<file path="src/rtl/btb_update_ctrl.sv">
// BTB write sequencer: buffers resolved-branch updates in a FIFO and drains them
// into the tag/valid/target/LRU arrays, yielding the array port to IF lookups.
module btb_update_ctrl #(
  parameter int DEPTH  = 4,
  parameter int WORD_W = 16
) (
  input  logic              clk,
  input  logic              rst_n,
  input  logic              upd_valid,
  input  logic [WORD_W-1:0] upd_pc,
  input  logic [WORD_W-1:0] upd_target,
  input  logic              upd_btb_hit,
  input  logic              upd_way,
  input  logic              lookup_active,
  input  logic              flush,
  output logic              load_tag,
  output logic              load_valid,
  output logic              load_target,
  output logic              load_lru,
  output logic              lru_store,
  output logic [WORD_W-1:0] wr_pc,
  output logic [WORD_W-1:0] wr_target,
  output logic              wr_way,
  output logic              stall,
  output logic              overflow
);
  localparam int AW = $clog2(DEPTH);
  localparam int CW = AW + 1;

  typedef enum logic [1:0] {IDLE, WR_TAG, WR_TGT, WR_LRU} state_t;
  state_t state, state_nxt;

  logic [WORD_W-1:0] mem_pc  [DEPTH];
  logic [WORD_W-1:0] mem_tgt [DEPTH];
  logic              mem_hit [DEPTH];
  logic              mem_way [DEPTH];

  logic [AW-1:0] rd_ptr, wr_ptr;
  logic [CW-1:0] count;
  logic [2:0]    starve_cnt;
  logic          lru_last;
  logic          full, pop, push, starved, wr_ok;

  assign full    = (count == CW'(DEPTH));
  assign stall   = full;
  assign starved = full && (starve_cnt == 3'd7);
  assign wr_ok   = !lookup_active || starved;
  // Pop is decided before push, so a full FIFO still accepts a push on a pop cycle
  assign pop     = (state == IDLE) && (count != '0) && !flush;
  assign push    = upd_valid && !flush && (!full || pop);

  always_comb begin
    state_nxt   = state;
    load_tag    = 1'b0;
    load_valid  = 1'b0;
    load_target = 1'b0;
    load_lru    = 1'b0;
    lru_store   = 1'b0;
    case (state)
      IDLE:   if (pop) state_nxt = mem_hit[rd_ptr] ? WR_TGT : WR_TAG;
      WR_TAG: if (wr_ok) begin
        load_tag   = 1'b1;
        load_valid = 1'b1;
        state_nxt  = WR_TGT;
      end
      WR_TGT: if (wr_ok) begin
        load_target = 1'b1;
        state_nxt   = WR_LRU;
      end
      WR_LRU: if (wr_ok) begin
        load_lru  = 1'b1;
        lru_store = wr_way;
        state_nxt = IDLE;
      end
      default: state_nxt = IDLE;
    endcase
  end

  always_ff @(posedge clk) begin
    if (push) begin
      mem_pc[wr_ptr]  <= upd_pc;
      mem_tgt[wr_ptr] <= upd_target;
      mem_hit[wr_ptr] <= upd_btb_hit;
      mem_way[wr_ptr] <= upd_way;
    end
  end

  always_ff @(posedge clk or negedge rst_n) begin
    if (!rst_n) begin
      state      <= IDLE;
      rd_ptr     <= '0;
      wr_ptr     <= '0;
      count      <= '0;
      overflow   <= 1'b0;
      starve_cnt <= '0;
      lru_last   <= 1'b0;
      wr_pc      <= '0;
      wr_target  <= '0;
      wr_way     <= 1'b0;
    end else begin
      state <= state_nxt;
      if (flush) begin
        count  <= '0;
        rd_ptr <= wr_ptr;
      end else begin
        if (push) wr_ptr <= wr_ptr + 1'b1;
        if (pop)  rd_ptr <= rd_ptr + 1'b1;
        count <= count + CW'(push) - CW'(pop);
      end
      if (upd_valid && !flush && full && !pop) overflow <= 1'b1;
      if (pop) begin
        wr_pc     <= mem_pc[rd_ptr];
        wr_target <= mem_tgt[rd_ptr];
        // No victim info for misses: allocate the way opposite the last one used
        wr_way    <= mem_hit[rd_ptr] ? mem_way[rd_ptr] : ~lru_last;
      end
      if (load_lru) lru_last <= wr_way;
      if (!full || load_lru)       starve_cnt <= '0;
      else if (starve_cnt != 3'd7) starve_cnt <= starve_cnt + 3'd1;
    end
  end
endmodule

</file>
<file path="config.mk">
export PLATFORM = sky130hd
export DESIGN_NAME = btb_update_ctrl
export DESIGN_NICKNAME = d
export VERILOG_FILES = /design/src/rtl/btb_update_ctrl.sv
export SDC_FILE = /design/constraint.sdc
export NUM_CORES = 1
export LEC_CHECK = 0
export ABC_AREA = 1
export CAP_MARGIN = 20
export CORE_ASPECT_RATIO = 0.5
export CORE_UTILIZATION = 45
export CTS_CLUSTER_SIZE = 28
export DETAILED_ROUTE_END_ITERATION = 10
export PLACE_DENSITY = 0.67
export SLEW_MARGIN = 0
export SYNTH_ARGS = -nofsm -noshare
export SYNTH_HDL_FRONTEND = slang
export SYNTH_SLANG_ARGS = --single-unit
</file>
<file path="constraint.sdc">
create_clock -name clk -period 3.51 [get_ports clk]
set_clock_uncertainty 0.1 [all_clocks]
set_input_delay 0.702 -clock clk [delete_from_list [all_inputs] [get_ports clk]]
set_output_delay 0.702 -clock clk [all_outputs]
set_load 0.01 [all_outputs]
</file>
**Word-level counts from Yosys, hierarchy flattened**

Memories as Yosys holds them, arrays and structs flattened. A register that Yosys moved wholly into a read port is not among the register bits.
Index checks and enable logic that the tools add are counted.

- Eq/ne operators: 10
- Reductions and logical operators: 22
- Muxes and demuxes: 20
- Bitwise gates (word level): 2
- Add/sub/neg operators: 5

Operators by type and width:

| cell | count |
|---|---|
| 2-to-1 mux 2 bit | 7 |
| 2-to-1 mux 1 bit | 9 |
| 2-to-1 mux 3 bit | 3 |
| != test 2 bit (second input constant) | 4 |
| case mux 2 bit (4 select lines) | 1 |
| logical AND 1 bit | 7 |
| equality test 3 bit (second input constant) | 2 |
| zero test 1 bit | 6 |
| adder 2 x 1 -> 2 bit (second input constant) | 2 |
| equality test 2 bit (second input constant) | 2 |
| AND reduction 4 bit | 1 |
| nonzero test 2 bit | 2 |
| adder 3 x 1 -> 3 bit | 1 |
| adder 3 x 1 -> 3 bit (second input constant) | 1 |
| logical OR 1 bit | 3 |
| != test 3 bit (second input constant) | 1 |
| nonzero test 3 bit | 1 |
| subtractor 3 x 1 -> 3 bit | 1 |
| equality test 2 x 1 -> 1 bit (second input constant) | 1 |
| zero test 2 bit | 1 |
| inverter 1 bit | 2 |
| AND reduction 2 bit | 1 |

- Register bits after elaboration: 15
- Memories kept: 4
- Output and inout bits: 40
- Word-level logic and storage cells: 71
- RAM bits: 136
- Input bits: 39

Memory list:

| memory | words | width | rd ports | clocked after memory_dff | wr ports | RTL line | RTL |
|---|---|---|---|---|---|---|---|
| mem_pc | 4 | 16 | 1 | 1 | 1 | 33 | `logic [WORD_W-1:0] mem_pc [DEPTH];` |
| mem_tgt | 4 | 16 | 1 | 1 | 1 | 34 | `logic [WORD_W-1:0] mem_tgt [DEPTH];` |
| mem_hit | 4 | 1 | 1 | 0 | 1 | 35 | `logic mem_hit [DEPTH];` |
| mem_way | 4 | 1 | 1 | 0 | 1 | 36 | `logic mem_way [DEPTH];` |

**Logic depth before layout (Yosys ltp)**

- Word-level depth: 8
- Mapped depth: 11
- Mapped depth without buffers: 11

**Least setup slack after synthesis**

No wires, ideal clock.

- Kind: input port to flip-flop
- From: in flush
- To: mem mem_hit[0], enable pin
- Slack: 0.433 ns
- Stages: 5
- Path buffers: 0
- Arrival: 2.552 ns
- Data required time: 2.985 ns
- Setup time: 0.425 ns
- Cell sequence: inv_1 > nand3_2 > nand2_2 > nand2_2 > nor2_1

- Longest elaborated chain between the ends: 6
- Elaborated cells on any way between the ends: 7
- Those cells by class: mux: 2; reduce/logical: 5

Ends and longest elaborated chain:

| item | RTL line | RTL |
|---|---|---|
| from (decl) | 15 | `input logic flush,` |
| zero test 1 bit (*) | 49, 50 |  |
| logical AND 1 bit | 49 | `assign pop = (state == IDLE) && (count != '0) && !flush;` |
| logical OR 1 bit | 50 | `assign push = upd_valid && !flush && (!full \|\| pop);` |
| logical AND 1 bit (*) | 50 |  |
| 2-to-1 mux 1 bit (*) | 80 | `if (push) begin` |
| 2-to-1 mux 1 bit (implied by the code) (*) | 83 | `mem_hit[wr_ptr] <= upd_btb_hit;` |
| to (decl) | 35 |  |

Mark *: on every way between the ends. The rest lies on a longest branch, timed or not.

**Worst setup path in the final report**

- From: reg starve_cnt[0]
- To: out lru_store

- Longest elaborated chain between the ends: 5

Ends and longest elaborated chain:

| item | RTL line | RTL |
|---|---|---|
| from (decl) | 40 | `logic [2:0] starve_cnt;` |
| from (signal assigned) | 119 | `else if (starve_cnt != 3'd7) starve_cnt <= starve_cnt + 3'd1;` |
| equality test 3 bit | 46 | `assign starved = full && (starve_cnt == 3'd7);` |
| logical AND 1 bit | 46 |  |
| logical OR 1 bit | 47 | `assign wr_ok = !lookup_active \|\| starved;` |
| 2-to-1 mux 1 bit | 70 | `WR_LRU: if (wr_ok) begin` |
| 2-to-1 mux 1 bit | 59 | `case (state)` |
| to (decl) | 20 | `output logic lru_store,` |

Every way passes these cells.

==> flow_summary.yaml <==
status:
  outcome: "completed"
detailed_routing:
  wl_per_cell_um: 16.50
  wirelength_mm: 14.85
  vias: 4649
  drt_iter0_drc: 422
  route.detailed.drc: 0
  drt.antenna.violating_nets: 0
  drtPass1Iterations: 5
  via_per_inst: 5.166
synth:
  synth_top_cells_by_area: "edfxtp_1, dfrtp_1, nand2_1"
  postSynthCellCount: 601
  synth_top_area_cell: "edfxtp_1"
  synth-edff-count: 136
  async_reset_ff_share_pct: 25.68
  netlist_area_sq_mm: 0.007261
  synth-seq-cells: 183
  synth_cell_types: 25
  syn-num-nets: 652
  ys_seq_area_share_pct: 72.45
  synth_top_area_share_pct: 56.25
  synthFlopType: "edfxtp_1"
  syn_area_per_cell_sq_um: 12.08
  yosysWarnings: 0
worst_setup_path:
  cp_cell_sequence: "ha_1 -> ha_1 -> nand3_1 -> nand2_1 -> nand2_1 -> nor2_1 -> clkdlybuf4s50_1"
  crit_type: "register to primary output"
  cp_slowest_cell: "clkdlybuf4s50_1"
  timing.rr.start: "state[1]"
  critPathRequiredTime_ns: 2.71
  end_kind: "primary output"
  crit_path_start: "starve_cnt[0]"
  crit_path_start_kind: "register"
  cp_max_fo: 7
  crit_arrival_ns: 2.32
  max_stage_delay_ns: 0.55
layout:
  nFillCells: 1234
  final_common_cell: "nand2_1"
  final_cell_mix: "nand2_1, edfxtp_1, clkdlybuf4s50_1, nor2_1, o21ai_0"
  final_cells: 900
  multiInputGateArea_sq_mm: 0.001733
  antenna_cells: 0
  drive_gt1_share_pct: 8.621
  final_util_pct: 56.35
  nets: 734
  syn2layout_area_growth_pct: 20.89
  register_area_sq_mm: 0.005261
  design_area_sq_mm: 0.008777
grt:
  grt_pass1_vias: 4505
  grt_usage_pct: 18.97
  overflow: 0
  grt_pass1_wl_mm: 23.68
  grt_max_degree: 70
  antenna_found_initial: 0
die:
  coreArea_sq_mm: 0.01557
  io_pins: 79
  fp-row-count: 32
  die_w_um: 181.6
  die_y_um: 91.82
  die_area_sq_mm: 0.01668
  start_util_pct: 46.62
clock_network:
  ctsHtreeMaxLevel: 4
  cts_buffers: 17
  clk_latency_ns: 0.42
  hold_buffers: 0
  clock-sinks: 183
  root_buffer: "clkbuf_16"
  path_clk_slew_ns: 0.07
  post_cts_buffers: 0
  post_cts_resized: 0
  cts_buffer_depth: 2
  cts_tree: "yes"
power:
  p_leak_uw: 0.003395
  p_per_area_mw_per_mm2: 777.9
  peakVddDrop_mv: 0.4431
placed_design:
  place_congestion: 0.7667
  dp.cells: 868
  place_hpwl_mm: 8.760
  place_area_sq_mm: 0.008247
  io_buffer_count: 78
sta:
  worst_pin_slew_ns: 0.7843
  holdWs_ns: 0.2179
  timing.fmax_ghz: 0.3206
  rsz0062_at_grt: "false"
  slew_viol_final: 0
  setup-tns-final_ns: 0
  period_minus_slack_ns: 3.120
  finalCritPeriodShare_pct: 88.88
  finalSetupViolations: 0
  hold_viol: 0
  slew_headroom_pct: 47.64
job:
  maxCapViolations: 0
min_path:
  min_path_type: "input pin to asynchronous set/reset pin"
power breakdown:
part           switching, uW  total [uW]  leakage, uW  internal, uW
Sequential               193        2940      0.00183          2740
Clock                    833        1750     0.000257           914
Combinational           1290        2140      0.00131           851
cell type report:
cell class | count | area share [%]
sequential | 183 | 59.94
multi-input combinational | 359 | 19.74
timing repair buffer | 93 | 10.12
clock buffer | 19 | 4.932
tap | 204 | 2.908
inverter | 29 | 1.240
clock inverter | 13 | 1.112
worst max-delay path: cells and delay by family (launching register included):
| family | cells | cell delay (ns) |
|---|---|---|
| buffers and inverters | 1 | 0.55 |
| AND/OR/NAND/NOR | 4 | 0.56 |
| adder cells (fa/ha/maj) | 2 | 0.39 |
| flip-flops | 1 | 0.38 |
routing by layer:
| layer | vias to the layer above | share of wire (%) | GRT usage (%) |
|---|---|---|---|
| met5 | - | 0 | 0 |
| met3 | 22 | 5.2 | 3.813 |
| li1 | 2248 | - | - |
| met2 | 138 | 48 | 30.67 |
| met4 | 0 | 1.5 | 7.486 |
| met1 | 2241 | 45 | 25.42 |
final timing paths:
kind | to | slack [ns] | cells past startpoint
setup reg to reg | count[2] | 1.25 | 11
hold / removal | wr_target[4] | 0.22 | 1
max in group asynchronous | wr_target[15] | 2.34 | 2
min in group clk | wr_pc[11] | 0.38 | 2
setup / recovery | lru_store | 0.39 | 7
hold reg to reg | wr_pc[11] | 0.38 | 2
synth_stat cells, types with 5 or more instances:
cell and instances:
buf_2 11, buf_4 6, buf_6 5, clkbuf_1 6
dfrtp_1 47, edfxtp_1 136, ha_1 11, inv_1 26
nand2_1 139, nand3_1 12, nand4_1 6, nor2_1 77
o21ai_0 69, o22ai_1 32
stage by stage:
step                      worst slack (ns)  power [uW]
final                               0.3905        6828
after global placement              0.6518        5095
after floorplan                     0.4329        4302
after CTS                           0.3878        6869
after detailed placement            0.6037        5126
after global routing                0.1986        7217
cells by family after synthesis:
group | Yosys count | synth area share, %
AO/OA/AOI/OAI | 106 | 7.944
flip-flops | 183 | 72.45
XOR/XNOR | 1 | 0.1206
adder cells (fa/ha/maj) | 12 | 2.171
AND/OR/NAND/NOR | 240 | 13.22
buffers and inverters | 59 | 4.101
registers in the layout (all words and copies together) (netlist names), 2 cells and up:
signal and count:
mem_hit 4, wr_target 16, rd_ptr 2, count 3
wr_pc 16, mem_tgt 64, starve_cnt 3, mem_way 4
wr_ptr 2, state 2, mem_pc 64
Note: power is estimated with default switching activity, not from simulation.
